## src/rtl/fc_dispatch_ctrl_if.sv

```systemverilog
// Handshake bundle between the FC dispatcher, its command/response client and the FC unit.
// The master modport is the dispatcher's view; slave is the environment (host plus FC unit).
interface fc_dispatch_ctrl_if #(
    parameter int TAG_W = 4
);
    logic             cmd_valid;
    logic             cmd_ready;
    logic [31:0]      cmd_input_ptr;
    logic [31:0]      cmd_weights_ptr;
    logic [31:0]      cmd_bias_ptr;
    logic [31:0]      cmd_output_ptr;
    logic [31:0]      cmd_dims;
    logic [TAG_W-1:0] cmd_tag;

    logic             fc_start;
    logic [31:0]      fc_input_ptr;
    logic [31:0]      fc_weights_ptr;
    logic [31:0]      fc_bias_ptr;
    logic [31:0]      fc_output_ptr;
    logic [31:0]      fc_dims;
    logic             fc_ready;
    logic             fc_done;
    logic [31:0]      fc_result;

    logic             rsp_valid;
    logic             rsp_ready;
    logic [31:0]      rsp_result;
    logic [TAG_W-1:0] rsp_tag;
    logic             rsp_err;

    modport master (
        input  cmd_valid, cmd_input_ptr, cmd_weights_ptr, cmd_bias_ptr, cmd_output_ptr,
               cmd_dims, cmd_tag,
        output cmd_ready,
        output fc_start, fc_input_ptr, fc_weights_ptr, fc_bias_ptr, fc_output_ptr, fc_dims,
        input  fc_ready, fc_done, fc_result,
        output rsp_valid, rsp_result, rsp_tag, rsp_err,
        input  rsp_ready
    );

    modport slave (
        output cmd_valid, cmd_input_ptr, cmd_weights_ptr, cmd_bias_ptr, cmd_output_ptr,
               cmd_dims, cmd_tag,
        input  cmd_ready,
        input  fc_start, fc_input_ptr, fc_weights_ptr, fc_bias_ptr, fc_output_ptr, fc_dims,
        output fc_ready, fc_done, fc_result,
        input  rsp_valid, rsp_result, rsp_tag, rsp_err,
        output rsp_ready
    );
endinterface

```

## src/rtl/fc_dispatch_ctrl.sv

```systemverilog
// FC dispatcher: queues layer descriptors, issues one at a time, returns result/tag/err (watchdog: FC_DISPATCH_TIMEOUT_EN).
// Latency: accept -> fc_start one cycle later when idle; fc_done -> rsp_valid the following cycle.
// Backpressure: cmd_ready drops while the FIFO is full; rsp_* held until rsp_ready.
module fc_dispatch_ctrl #(
    parameter int DEPTH          = 4,
    parameter int TAG_W          = 4,
    parameter int TIMEOUT_CYCLES = 4096
) (
    input  logic                clk,
    input  logic                rst_n,
    fc_dispatch_ctrl_if.master  bus,
    output logic                busy,
    output logic [15:0]         done_count
);
    localparam int          AW       = $clog2(DEPTH);
    localparam logic [AW:0] FULL_CNT = (AW+1)'(DEPTH);

    typedef struct packed {
        logic [31:0]      input_ptr;
        logic [31:0]      weights_ptr;
        logic [31:0]      bias_ptr;
        logic [31:0]      output_ptr;
        logic [31:0]      dims;
        logic [TAG_W-1:0] tag;
    } desc_t;

    typedef enum logic [1:0] {IDLE, ISSUE, WAIT, RESP} state_t;

    state_t           state;
    state_t           state_nxt;
    desc_t            fifo_mem [DEPTH];
    desc_t            cmd_dat;
    desc_t            head_dat;
    logic [AW-1:0]    wr_ptr;
    logic [AW-1:0]    rd_ptr;
    logic [AW:0]      count;
    logic             push;
    logic             pop;
    logic             head_vld;
    logic             head_bad;
    logic             done_hit;
    logic             timeout_hit;
    logic [TAG_W-1:0] cur_tag;

    assign cmd_dat = '{
        input_ptr:   bus.cmd_input_ptr,
        weights_ptr: bus.cmd_weights_ptr,
        bias_ptr:    bus.cmd_bias_ptr,
        output_ptr:  bus.cmd_output_ptr,
        dims:        bus.cmd_dims,
        tag:         bus.cmd_tag
    };

    assign bus.cmd_ready = (count < FULL_CNT);
    assign push          = bus.cmd_valid && bus.cmd_ready;
    assign head_dat      = fifo_mem[rd_ptr];
    assign head_vld      = (count != '0);
    // A zero-sized layer is answered locally with an error, never sent to the FC unit.
    assign head_bad      = (head_dat.dims[31:16] == 16'd0) || (head_dat.dims[15:0] == 16'd0);

    always_ff @(posedge clk) begin
        if (push) begin
            fifo_mem[wr_ptr] <= cmd_dat;
        end
    end

    always_ff @(posedge clk) begin
        if (!rst_n) begin
            wr_ptr <= '0;
            rd_ptr <= '0;
            count  <= '0;
        end else begin
            if (push) begin
                wr_ptr <= wr_ptr + 1'b1;
            end
            if (pop) begin
                rd_ptr <= rd_ptr + 1'b1;
            end
            unique case ({push, pop})
                2'b10:   count <= count + 1'b1;
                2'b01:   count <= count - 1'b1;
                default: count <= count;
            endcase
        end
    end

`ifdef FC_DISPATCH_TIMEOUT_EN
    logic [31:0] wait_cnt;

    always_ff @(posedge clk) begin
        if (!rst_n || state == ISSUE) begin
            wait_cnt <= '0;
        end else if (state == WAIT) begin
            wait_cnt <= wait_cnt + 32'd1;
        end
    end

    // fc_done in the same cycle as expiry still wins.
    assign timeout_hit = (state == WAIT) && !bus.fc_done &&
                         (wait_cnt == 32'(TIMEOUT_CYCLES - 1));
`else
    logic unused_timeout_cfg;
    assign unused_timeout_cfg = ^TIMEOUT_CYCLES;
    assign timeout_hit        = 1'b0;
`endif

    assign done_hit = (state == WAIT) && bus.fc_done;

    always_ff @(posedge clk) begin
        if (!rst_n) begin
            state <= IDLE;
        end else begin
            state <= state_nxt;
        end
    end

    always_comb begin
        state_nxt = state;
        pop       = 1'b0;
        unique case (state)
            IDLE: begin
                if (head_vld) begin
                    if (head_bad) begin
                        pop       = 1'b1;
                        state_nxt = RESP;
                    end else if (bus.fc_ready) begin
                        pop       = 1'b1;
                        state_nxt = ISSUE;
                    end
                end
            end
            ISSUE: state_nxt = WAIT;
            WAIT: begin
                if (done_hit || timeout_hit) begin
                    state_nxt = RESP;
                end
            end
            RESP: begin
                if (bus.rsp_ready) begin
                    state_nxt = IDLE;
                end
            end
            default: state_nxt = IDLE;
        endcase
    end

    assign bus.fc_start  = (state == ISSUE);
    assign bus.rsp_valid = (state == RESP);
    assign busy          = (state != IDLE) || head_vld;

    always_ff @(posedge clk) begin
        if (!rst_n) begin
            bus.fc_input_ptr   <= '0;
            bus.fc_weights_ptr <= '0;
            bus.fc_bias_ptr    <= '0;
            bus.fc_output_ptr  <= '0;
            bus.fc_dims        <= '0;
            cur_tag            <= '0;
            bus.rsp_result     <= '0;
            bus.rsp_tag        <= '0;
            bus.rsp_err        <= 1'b0;
            done_count         <= '0;
        end else begin
            if (pop && !head_bad) begin
                bus.fc_input_ptr   <= head_dat.input_ptr;
                bus.fc_weights_ptr <= head_dat.weights_ptr;
                bus.fc_bias_ptr    <= head_dat.bias_ptr;
                bus.fc_output_ptr  <= head_dat.output_ptr;
                bus.fc_dims        <= head_dat.dims;
                cur_tag            <= head_dat.tag;
            end
            if (pop && head_bad) begin
                bus.rsp_result <= '0;
                bus.rsp_tag    <= head_dat.tag;
                bus.rsp_err    <= 1'b1;
            end
            if (done_hit) begin
                bus.rsp_result <= bus.fc_result;
                bus.rsp_tag    <= cur_tag;
                bus.rsp_err    <= 1'b0;
            end else if (timeout_hit) begin
                bus.rsp_result <= '0;
                bus.rsp_tag    <= cur_tag;
                bus.rsp_err    <= 1'b1;
            end
            if (state == RESP && bus.rsp_ready) begin
                done_count <= done_count + 16'd1;
            end
        end
    end
endmodule

```

## src/flat_wrapper.sv

```systemverilog
// flat-port wrapper written by rule: the top's interface ports become plain ports
module fc_dispatch_ctrl_flat 
#(
    parameter int DEPTH          = 4,
    parameter int TAG_W          = 4,
    parameter int TIMEOUT_CYCLES = 4096
)
  (clk, rst_n, busy, done_count, bus_cmd_valid, bus_cmd_input_ptr, bus_cmd_weights_ptr, bus_cmd_bias_ptr, bus_cmd_output_ptr, bus_cmd_dims, bus_cmd_tag, bus_cmd_ready, bus_fc_start, bus_fc_input_ptr, bus_fc_weights_ptr, bus_fc_bias_ptr, bus_fc_output_ptr, bus_fc_dims, bus_fc_ready, bus_fc_done, bus_fc_result, bus_rsp_valid, bus_rsp_result, bus_rsp_tag, bus_rsp_err, bus_rsp_ready);
  fc_dispatch_ctrl_if #(.TAG_W(TAG_W)) bus_i ();
  input  logic clk;
  input  logic rst_n;
  output logic busy;
  output logic [15:0] done_count;
  input wire logic [$bits(bus_i.cmd_valid)-1:0] bus_cmd_valid;
  input wire logic [$bits(bus_i.cmd_input_ptr)-1:0] bus_cmd_input_ptr;
  input wire logic [$bits(bus_i.cmd_weights_ptr)-1:0] bus_cmd_weights_ptr;
  input wire logic [$bits(bus_i.cmd_bias_ptr)-1:0] bus_cmd_bias_ptr;
  input wire logic [$bits(bus_i.cmd_output_ptr)-1:0] bus_cmd_output_ptr;
  input wire logic [$bits(bus_i.cmd_dims)-1:0] bus_cmd_dims;
  input wire logic [$bits(bus_i.cmd_tag)-1:0] bus_cmd_tag;
  output wire logic [$bits(bus_i.cmd_ready)-1:0] bus_cmd_ready;
  output wire logic [$bits(bus_i.fc_start)-1:0] bus_fc_start;
  output wire logic [$bits(bus_i.fc_input_ptr)-1:0] bus_fc_input_ptr;
  output wire logic [$bits(bus_i.fc_weights_ptr)-1:0] bus_fc_weights_ptr;
  output wire logic [$bits(bus_i.fc_bias_ptr)-1:0] bus_fc_bias_ptr;
  output wire logic [$bits(bus_i.fc_output_ptr)-1:0] bus_fc_output_ptr;
  output wire logic [$bits(bus_i.fc_dims)-1:0] bus_fc_dims;
  input wire logic [$bits(bus_i.fc_ready)-1:0] bus_fc_ready;
  input wire logic [$bits(bus_i.fc_done)-1:0] bus_fc_done;
  input wire logic [$bits(bus_i.fc_result)-1:0] bus_fc_result;
  output wire logic [$bits(bus_i.rsp_valid)-1:0] bus_rsp_valid;
  output wire logic [$bits(bus_i.rsp_result)-1:0] bus_rsp_result;
  output wire logic [$bits(bus_i.rsp_tag)-1:0] bus_rsp_tag;
  output wire logic [$bits(bus_i.rsp_err)-1:0] bus_rsp_err;
  input wire logic [$bits(bus_i.rsp_ready)-1:0] bus_rsp_ready;
  assign bus_i.cmd_valid = bus_cmd_valid;
  assign bus_i.cmd_input_ptr = bus_cmd_input_ptr;
  assign bus_i.cmd_weights_ptr = bus_cmd_weights_ptr;
  assign bus_i.cmd_bias_ptr = bus_cmd_bias_ptr;
  assign bus_i.cmd_output_ptr = bus_cmd_output_ptr;
  assign bus_i.cmd_dims = bus_cmd_dims;
  assign bus_i.cmd_tag = bus_cmd_tag;
  assign bus_cmd_ready = bus_i.cmd_ready;
  assign bus_fc_start = bus_i.fc_start;
  assign bus_fc_input_ptr = bus_i.fc_input_ptr;
  assign bus_fc_weights_ptr = bus_i.fc_weights_ptr;
  assign bus_fc_bias_ptr = bus_i.fc_bias_ptr;
  assign bus_fc_output_ptr = bus_i.fc_output_ptr;
  assign bus_fc_dims = bus_i.fc_dims;
  assign bus_i.fc_ready = bus_fc_ready;
  assign bus_i.fc_done = bus_fc_done;
  assign bus_i.fc_result = bus_fc_result;
  assign bus_rsp_valid = bus_i.rsp_valid;
  assign bus_rsp_result = bus_i.rsp_result;
  assign bus_rsp_tag = bus_i.rsp_tag;
  assign bus_rsp_err = bus_i.rsp_err;
  assign bus_i.rsp_ready = bus_rsp_ready;
  fc_dispatch_ctrl #(.DEPTH(DEPTH), .TAG_W(TAG_W), .TIMEOUT_CYCLES(TIMEOUT_CYCLES)) u_core (.clk(clk), .rst_n(rst_n), .bus(bus_i), .busy(busy), .done_count(done_count));
endmodule
```

## config.mk

```make
export PLATFORM = sky130hd
export DESIGN_NAME = fc_dispatch_ctrl_flat
export DESIGN_NICKNAME = d
export VERILOG_FILES = /design/src/rtl/fc_dispatch_ctrl_if.sv /design/src/rtl/fc_dispatch_ctrl.sv /design/src/flat_wrapper.sv
export SDC_FILE = /design/constraint.sdc
export NUM_CORES = 1
export LEC_CHECK = 0
export CORE_ASPECT_RATIO = 1.4
export CORE_MARGIN = 1.5
export CORE_UTILIZATION = 40
export CTS_BUF_LIST = sky130_fd_sc_hd__clkbuf_8
export DETAILED_ROUTE_END_ITERATION = 12
export GPL_TIMING_DRIVEN = 0
export REMOVE_ABC_BUFFERS = 1
export SYNTH_ARGS = -nofsm -noshare
export SYNTH_HDL_FRONTEND = slang
export SYNTH_SLANG_ARGS = --single-unit
export TNS_END_PERCENT = 50
```

## constraint.sdc

```tcl
create_clock -name clk -period 14.6 [get_ports clk]
set_clock_uncertainty 0.05 [all_clocks]
set_input_delay 2.92 -clock clk [delete_from_list [all_inputs] [get_ports clk]]
set_output_delay 2.92 -clock clk [all_outputs]
set_load 0.01 [all_outputs]
```

==> results of run 1 <==
[state kept, by name, indices dropped and copies added (netlist names), named ones only]
signal,count
u_core.state,2
u_core.bus.rsp_result,32
u_core.wr_ptr,2
u_core.bus.rsp_tag,4
u_core.rd_ptr,2
u_core.bus.fc_bias_ptr,32
u_core.bus.fc_dims,32
u_core.fifo_mem,656
u_core.bus.rsp_err,1
u_core.bus.fc_input_ptr,32
u_core.done_count,16
u_core.bus.fc_weights_ptr,32
u_core.bus.fc_output_ptr,32
u_core.cur_tag,4
u_core.count,3
[report_power, final]
| group | internal, mW | switching, mW |
|---|---|---|
| combinational | 0.859 | 0.927 |
| clock | 0.998 | 0.951 |
| sequential | 3.06 | 0.145 |
| total | 4.91 | 2.02 |
[cells in the final DEF (no fill, tap or decap), types with 5 or more instances in the layout]
| cell | count |
|---|---|
| buf_16 | 21 |
| nand3_1 | 39 |
| nand2_1 | 266 |
| o21ai_0 | 9 |
| and4_1 | 5 |
| mux4_2 | 164 |
| clkbuf_8 | 145 |
| xor2_1 | 10 |
| nand2_2 | 100 |
| clkinv_1 | 13 |
| a21oi_2 | 100 |
| dfxtp_1 | 226 |
| buf_12 | 6 |
| buf_4 | 23 |
| clkdlybuf4s50_1 | 418 |
| xnor2_1 | 6 |
| ha_1 | 11 |
| clkinv_2 | 12 |
| edfxtp_1 | 656 |
| a21oi_1 | 109 |
| inv_1 | 81 |
| nor4_2 | 5 |
| nor2_1 | 22 |
[worst reg2reg max path, delay by kind of cell (launching register included)]
family          cells  cell delay (ps)
buf+inv             3              660
compound gates      2              460
xor+xnor            1              160
flops               1              640
mux                 1              600
fa+ha+maj           2              580
simple gates        3             1140
[metal layers]
| layer | up-vias | GRT usage (%) | routed length (um) |
|---|---|---|---|
| li1 | 8222 | - | - |
| met1 | 9175 | 22.0 | 30300 |
| met2 | 532 | 31.6 | 39200 |
| met3 | 123 | 5.62 | 5440 |
| met4 | 12 | 6.78 | 1740 |
| met5 | - | 0 | 75 |
[worst paths after layout]
| path | from | endpoint | slack [ps] | cells after the start |
|---|---|---|---|---|
| min reg2reg | u_core.bus.fc_output_ptr[20]$_SDFFE_PN0P_ | u_core.bus.fc_output_ptr[20]$_SDFFE_PN0P_ | 400 | 2 |
| max reg2reg | flip-flop | u_core.count[2]$_SDFFE_PN0P_ | 10250 | 12 |
| max | u_core.state[0]$_SDFFE_PN0P_ | busy | 9510 | 4 |
| min | u_core.bus.fc_output_ptr[20]$_SDFFE_PN0P_ | u_core.bus.fc_output_ptr[20]$_SDFFE_PN0P_ | 400 | 2 |
[through the flow]
stage | util [%] | instances | setup WS [ps] | setup TNS [ps] | hold WS, ps
2_1_floorplan | - | 1789 | -5080 | -804120 | 389
3_3_place_gp | 46.3 | 3278 | -26310 | -4136310 | 393
3_5_place_dp | 47.4 | 3330 | 8740 | 0 | 398
4_1_cts | 50.6 | 3582 | 9410 | 0 | 407
5_1_grt | 50.6 | 3586 | 9380 | 0 | 419
6_report | 50.6 | 3586 | 9510 | 0 | 405
[cells by family (layout without fill, tap and decap cells)]
kind of cell | count (synthesis) | in the layout
and+or+nand+nor | 466 | 466
buffers and inverters | 124 | 738
muxes | 168 | 168
xor gates and xnor gates | 16 | 16
adders and majority gates | 12 | 12
DFF | 884 | 884
AOI/OAI and AO/OA | 227 | 227
other | 0 | 4
[cell type report]
cell class                      count  area share, %
Clock inverter                    107           1.46
Multi-Input combinational cell    889           19.1
Clock buffer                      145           4.84
Sequential cell                   884           58.9
Tap cell                         1071           3.25
Timing Repair Buffer              470           12.3
Inverter                           16          0.164
Antenna cell                        4         0.0243
==> reports/summary.txt, run 1 <==
crit path cell chain = inv_1 -> ha_1 -> nand2_1 -> clkdlybuf4s50_1
routed len/inst = 21.4 um
clock-pin transition on the worst setup and hold timing paths = 60 ps
mux cell area share after synthesis = 11.4%
simple-gate share of the synthesized area = 6.82%
LEAKAGE = 13.2 nW
final setup vio count = 0
Iter 0 DRT Violations = 918
die width = 245 um
Final Hold Vio Count = 0
postcts setup bufs = 0
synth unique cells = 45
Compound-Gate Fraction of Synth Area = 4.77%
CTS tree = yes
status = complete, no violations
total number of vias = 18,064
initial antenna violation count = 10
Synth Area in Adders = 0.480%
synthesized cell area = 0.0329 mm2
Critical path buffers and inverters = 2
largest net degree at the start of global routing = 85
FMAX = 196 MHz
yosys synthesis warning count = 0
Tot GR Track Use = 18.5%
DRC = 0
share of layout cells above drive strength 1 = 24.3%
Setup CP Type = flip-flop to primary output
Multi-input gate area = 0.00786 mm2
largest area contributor in the netlist = edfxtp_1
Post-CTS Resized = 0
Final ANT Viol Nets = 0
sequential fraction of the synthesis area = 73.8%
share of the synthesized area in the top cell type = 60.0%
synth-to-layout area growth = 25.5%
DP Area = 0.0386 mm2
clk root buf = clkbuf_8
fillers = 6,840
die height = 342 um
WP data required = 11,630 ps
Synth Area in XOR/XNOR = 0.426%
EDFF count, synth = 656
commonest cells in the netlist = edfxtp_1 (656), nand2_1 (266), dfxtp_1 (228), mux4_2 (164), a21oi_1 (109)
Rel. slew slack = 14.4%
Final period util = 34.9%
Slew Limit Fails = 0
worst skew pair latency = 780 ps
Crit Path Max Fanout = 4
GRT overflow = 0
pwr dens = 168 mW/mm2
FP Rows = 124
Crit path largest cell delay = 540 ps
RSZ-0062 raised after global routing = false
CTS hold repair buffers = 0
post-DP HPWL = 47,200 um
vias in the first global route = 19,303
Worst Setup Start Kind = flip-flop
Hold Path Class = flip-flop to flip-flop
Synth Instances = 1,897
TritonCTS buffer count = 136
top cells by area, synth = edfxtp_1 (60%), dfxtp_1 (14%), mux4_2 (11%)
FFs w/ async S/R, synth = 0%
min Tclk post-route = 5090 ps
cell family with the largest share of critical-path delay = buffers and inverters
total power = 6.94 mW
clock tree buffer depth = 3
First-pass DRT Iterations = 5
initial core utilization = 40.3%
Final GP Congestion = 0.779
first-pass GRT wire length = 117,000 um
Design Area, Final = 0.0412 mm2
CTS H-Tree Depth = 4
die area = 0.0839 mm2
core box area = 0.0815 mm2
final net count = 2,611
CP Capture Type = primary output
Synth Area per Inst = 17.3 um2
crit path DAT = 2120 ps
register area = 0.0243 mm2
count leader, synth = edfxtp_1
vias per cell = 5.04
worst slew pin tran = 1280 ps
I/O pin count = 419
CTS sink cnt = 884
number of buffers added on ports = 418
Critical-path top delay cell = clkdlybuf4s50_1
Yosys reg bits = 884
WL final = 76,700 um
combinational family with the most area after synthesis = multiplexers
max capacitance violation total = 0
main flop type after synthesis = edfxtp_1
peak supply drop = 0.000104 V
Power figures use the tool's default switching activity.
==> run 2, diff against run 1 <==
==> constraint.sdc (replaced) <==
create_clock -name clk -period 5 [get_ports clk]
set_clock_uncertainty 0.05 [all_clocks]
set_input_delay 1 -clock clk [delete_from_list [all_inputs] [get_ports clk]]
set_output_delay 1 -clock clk [all_outputs]
set_load 0.01 [all_outputs]
==> results of run 2 <==
Same layout as run 1 (identical final DEF). Status: complete, no violations.
Among the figures that moved: setup slack after placement 8740 ps -> 443 ps; setup slack after layout 9510 ps -> 646 ps; end point of the critical path busy -> u_core.count[2]$_SDFFE_PN0P_; register-to-register setup slack 10250 ps -> 650 ps; total power 6.94 mW -> 20.3 mW; worst IR drop on VDD 0.000104 V -> 0.000303 V
==> variant 1: new RTL, flow settings as in run 2 <==
Put one more register stage on the output `done_count`, with the module's reset. The value now appears one clock later. The other outputs are not delayed to match.
--- a/src/rtl/fc_dispatch_ctrl.sv
+++ b/src/rtl/fc_dispatch_ctrl.sv
@@ -27,4 +27,6 @@
     typedef enum logic [1:0] {IDLE, ISSUE, WAIT, RESP} state_t;
 
+    logic [15:0] done_count_s0;
+
     state_t           state;
     state_t           state_nxt;
@@ -160,5 +162,5 @@
             bus.rsp_tag        <= '0;
             bus.rsp_err        <= 1'b0;
-            done_count         <= '0;
+            done_count_s0      <= '0;
         end else begin
             if (pop && !head_bad) begin
@@ -185,8 +187,16 @@
             end
             if (state == RESP && bus.rsp_ready) begin
-                done_count <= done_count + 16'd1;
-            end
-        end
-    end
+                done_count_s0 <= done_count_s0 + 16'd1;
+            end
+        end
+    end
+    always_ff @(posedge clk) begin
+        if (!rst_n) begin
+            done_count <= '0;
+        end else begin
+            done_count <= done_count_s0;
+        end
+    end
+
 endmodule
 
Behaviour: not the same (Yosys sat finds a counterexample within 4 cycles, from zero or initial values and one cycle with rst_n low).
==> variant 1 against run 2 <==
- die area rose by 1.2%
- total power rose by 3.2%
- sequential cell count grew 16
- combinational power is 0.8% lower
- utilization grew 0.10 points
- synthesized area rose by 1.3%
- final area up 1.8%
- first-iteration DRC count shrank 16%
- wire length is 1.2% higher
- sequential share of layout area shrank 0.27 points
- non-clock buffer count is the same
- worst setup slack worse by 53 ps
- largest power group unchanged
- highest routed layer unchanged
==> variant 1: results (changes against run 2) <==
Status -> completed
Mean post-synth cell area -> 17.2 um2 (-0.58%)
Combinational cell power -> 5.18 mW (-0.8%)
Slew at the pin closest to its max-slew limit -> 1300 ps (+23.8 ps)
EDFF count, synth -> 656 (unchanged)
Area share of the largest cell type after synthesis -> 59.2% (-0.74 points)
Switching share of power -> 28.8% (-0.37 points)
Hold worst-path end -> u_core.bus.fc_output_ptr[26]
Met2 wire len -> 40.1 mm (+2.2%)
Clock tree root driver cell -> clkbuf_8
Final Non-Filler Cells -> 3638 (+1.5%)
Starting DRT DRC Count -> 771 (-16%)
Placed insts -> 3371 (+1.2%)
Routed WL per cell -> 21.3 um (-0.23%)
Max incr delay on CP -> 580 ps (-60 ps)
Setup WS pre-CTS -> 446 ps (+3.33 ps)
Layout net count -> 2648 (+1.4%)
Max reg flops -> 656 (unchanged)
First-pass GRT wire length -> 118 mm (+1.2%)
Post-DP HPWL -> 48.1 mm (+1.7%)
Overall routing resource usage -> 18.5% (+0.021 points)
Share of post-route cells with drive strength above 1 -> 25.0% (+0.62 points)
Met3 Wirelength -> 5.29 mm (-2.9%)
Sequential area share after synthesis -> 73.9% (about the same)
Placement Cell Area -> 0.0390 mm2 (+1.1%)
Worst setup margin -> 593 ps (-53.5 ps)
Met2 Usage GRT -> 32.0% (+0.38 points)
CP max FO -> 35 (-2.8%)
Leak -> 13.5 nW (+2.2%)
Crit path to -> u_core.bus.fc_output_ptr[0]
Met1 WL -> 30.3 mm (+0.16%)
Post-Route Hold Slack -> 403 ps (-1.73 ps)
Worst Path Arrival -> 5060 ps (+60 ps)
P_seq -> 9.48 mW (+1%)
Worst hold start -> u_core.bus.fc_output_ptr[26]
Worst-Skew Late Latency -> 800 ps (+20 ps)
GP Congestion -> 0.739 (-5.1%)
Vias in the first global route -> 19600 (+1.4%)
Startpoint types -> flip-flop
Vias per cell -> 5.00 (-0.79%)
Synth area leaders -> edfxtp_1, dfxtp_1, mux4_2, nand2_1, a21oi_2
Met1 Track Usage GR -> 21.6% (-0.43 points)
Cts bufs inserted -> 140 (+2.9%)
Max VDD drop -> 0.297 mV (-2.1%)
Clk buf depth -> 3 (unchanged)
Post-synth ARST share -> 0% (unchanged)
Switching power -> 6.02 mW (+1.9%)
Synth top cells by count -> edfxtp_1, nand2_1, dfxtp_1
TritonRoute pass-1 iters -> 4 (-1)
Largest net degree at the start of global routing -> 93 (+9.4%)
Worst r2r path cells -> 11 (-1)
GR Layer Usage met3 -> 5.67% (+0.048 points)
-- variant 1: cell count changes in the layout (fill, tap and decap cells not counted), sizes merged, moves of 3 or more --
cell	before	now
clkbuf	145	167
and2	6	22
and4	5	2
clkinv	28	31
and3	1	4
inv	87	72
dfxtp	228	244
nand2	366	371
-- variant 1: cell type report --
class,instances,area [um2]
fillers,6838,40800
flip-flops and latches,900,24600
multi-input cells,906,7950
repair buffers,470,5080
clock buffers,167,2300
well taps,1079,1350
clock inverters,94,608
inverters,16,67.6
diodes,6,15.0
-- variant 1: logic make-up (layout without fill, tap and decap cells) --
family          count (synthesis)  in the layout  synth area share (%)
fa+ha+maj                      12             12                 0.474
other cells                     0              6                     0
mux                           168            168                  11.2
buf+inv                       126            747                  2.29
simple gates                  483            483                  6.99
flops                         900            900                  73.9
compound gates                227            227                  4.71
xor+xnor                       16             16                 0.421
==> variant 2: new RTL, config.mk and constraints of run 2 <==
Without the edit above. `DEPTH` is set to 4 in 2 places; all go to 8.
--- a/src/rtl/fc_dispatch_ctrl.sv
+++ b/src/rtl/fc_dispatch_ctrl.sv
@@ -3,5 +3,5 @@
 // Backpressure: cmd_ready drops while the FIFO is full; rsp_* held until rsp_ready.
 module fc_dispatch_ctrl #(
-    parameter int DEPTH          = 4,
+    parameter int DEPTH          = 8,
     parameter int TAG_W          = 4,
     parameter int TIMEOUT_CYCLES = 4096
--- a/src/flat_wrapper.sv
+++ b/src/flat_wrapper.sv
@@ -2,5 +2,5 @@
 module fc_dispatch_ctrl_flat 
 #(
-    parameter int DEPTH          = 4,
+    parameter int DEPTH          = 8,
     parameter int TAG_W          = 4,
     parameter int TIMEOUT_CYCLES = 4096
Function: same outputs for any inputs over 4 cycles, from zero or initial values and one cycle with rst_n low; that may be too few to reach the edited logic, so the function may still have changed.
==> variant 2 against run 2 <==
- wire length increased by 74%
- sequential cell count increased by 660
- total power increased by 60%
- final area increased by 74%
- synthesized area increased by 79%
- worst setup slack got worse by 360 ps
- critical path type unchanged
==> variant 2: results (changes against run 2) <==
Leak -> 24.2 nW (+83%)
Final Non-Filler Cells -> 5669 (+58%)
Mux cell area share after synthesis -> 15.9% (+4.5 points)
First-pass GRT wire length -> 200 mm (+72%)
Max VDD drop -> 0.318 mV (+4.9%)
EDFF count, synth -> 1312 (+100%)
GP Congestion -> 0.721 (-7.4%)
Share of post-route cells with drive strength above 1 -> 22.5% (-1.8 points)
Placed insts -> 5229 (+57%)
Largest net degree at the start of global routing -> 105 (+24%)
Mean post-synth cell area -> 20.2 um2 (+16%)
Layout net count -> 3748 (+44%)
Vias per cell -> 5.19 (+3.1%)
Worst r2r path cells -> 17 (+5)
Synth top cells by count -> edfxtp_1, mux4_2, dfxtp_1
Max incr delay on CP -> 380 ps (-260 ps)
Switching power -> 8.52 mW (+44%)
Initial antenna violation count -> 13 (+3)
Overall routing resource usage -> 18.0% (-0.50 points)
Routed WL per cell -> 23.6 um (+10%)
Vias in the first global route -> 31500 (+63%)
Post-DP HPWL -> 83.6 mm (+77%)
Post-synth ARST share -> 0% (unchanged)
Starting DRT DRC Count -> 1732 (+89%)
Synth Area in XOR/XNOR -> 0.298% (-0.13 points)
Sequential area share after synthesis -> 75.0% (+1.2 points)
Clock tree root driver cell -> clkbuf_8
Status -> completed
Synth Area in Compound Gates -> 3.67% (-1.1 points)
TritonRoute pass-1 iters -> 7 (+2)
Max reg flops -> 1312 (+100%)
Post-Synth Adder-Cell Area -> 0.269% (-0.21 points)
Synth area leaders -> edfxtp_1, mux4_2, dfxtp_1, mux2i_1, o211a_1
CP max stage cell -> nor4_4
Slew at the pin closest to its max-slew limit -> 1170 ps (-108 ps)
Worst-Skew Late Latency -> 960 ps (+180 ps)
Worst Path Arrival -> 5540 ps (+540 ps)
-- variant 2: cell types whose count changed after synthesis, sizes merged, moves of 13 or more --
cell,before,now
a21boi,0,37
mux2,0,13
a21oi,209,15
nor3,2,20
edfxtp,656,1312
nor2,22,41
mux4,164,325
nand2,366,207
o211a,0,150
nor2b,4,17
mux2i,4,185
and2,6,23
buf,48,102
-- variant 2: area by class of cell --
cell class,count,area [um2]
antenna,1,2.50
clock buffer,249,3430
clock inverter,182,1180
fill,12000,74200
inverter,11,41.3
multi-input combinational,1184,13700
sequential,1544,44100
tap,1932,2420
timing repair buffer,566,6990
-- variant 2: repair_timing --
action	4_1_cts	5_1_grt
setup buffers	3	3
setup endpoints to repair	103	1
pin swaps	1	0
gates resized for setup	2	0
hold buffers	0	0
gates cloned	1	1
-- variant 2: worst paths after layout --
kind / end / startpoint / slack, ps
worst max-delay path: u_core.count[3] / flip-flop / 290
worst max register to register: u_core.count[3] / flip-flop / 290
worst min register to register: u_core.bus.rsp_err / u_core.bus.rsp_err / 400
worst min-delay path: u_core.bus.rsp_err / u_core.bus.rsp_err / 400
-- variant 2: worst max-delay path: cells and delay by family (launching register included) --
family | cells | cell delay [ps]
simple gates | 3 | 1040
fa+ha+maj | 2 | 470
compound gates | 5 | 920
buf+inv | 4 | 1010
xor+xnor | 1 | 100
mux | 2 | 630
flops | 1 | 360
-- variant 2: cell families (layout without fill, tap and decap cells) --
kind of cell | Yosys count | after routing
mux | 523 | 523
fa+ha+maj | 12 | 12
compound gates | 243 | 243
simple gates | 386 | 386
flops | 1544 | 1544
buf+inv | 183 | 1008
xor+xnor | 20 | 20
other cells | 0 | 1
-- variant 2: power by group through the flow --
stage	clock network (mW)	logic [mW]	registers [mW]
after floorplan	0	3.59	16.3
after global routing	11.0	6.95	15.8
final	10.2	6.43	15.7
after CTS	10.6	6.58	15.8
after detailed placement	0	6.53	16.0
after global placement	0	4.78	16.0
-- variant 2: layer usage --
| layer | wire (um) | track usage [%] | up-vias |
|---|---|---|---|
| li1 | - | - | 13100 |
| met4 | 2930 | 5.82 | 20 |
| met3 | 7720 | 4.47 | 237 |
| met1 | 55700 | 22.6 | 15400 |
| met2 | 67300 | 30.6 | 701 |
| met5 | 126 | 0 | - |
-- variant 2: through the flow --
step	setup WS [ps]	TNS [ps]	cell area [um2]	hold WS (ps)	utilization, %
final	287	0	71800	396	49.2
after global routing	45.3	0	71800	412	49.2
after CTS	47.3	0	71700	370	49.1
after detailed placement	-841	-24290	67000	388	45.9
after global placement	-39800	-	64300	383	44.0
after floorplan	-19360	-	57700	392	-
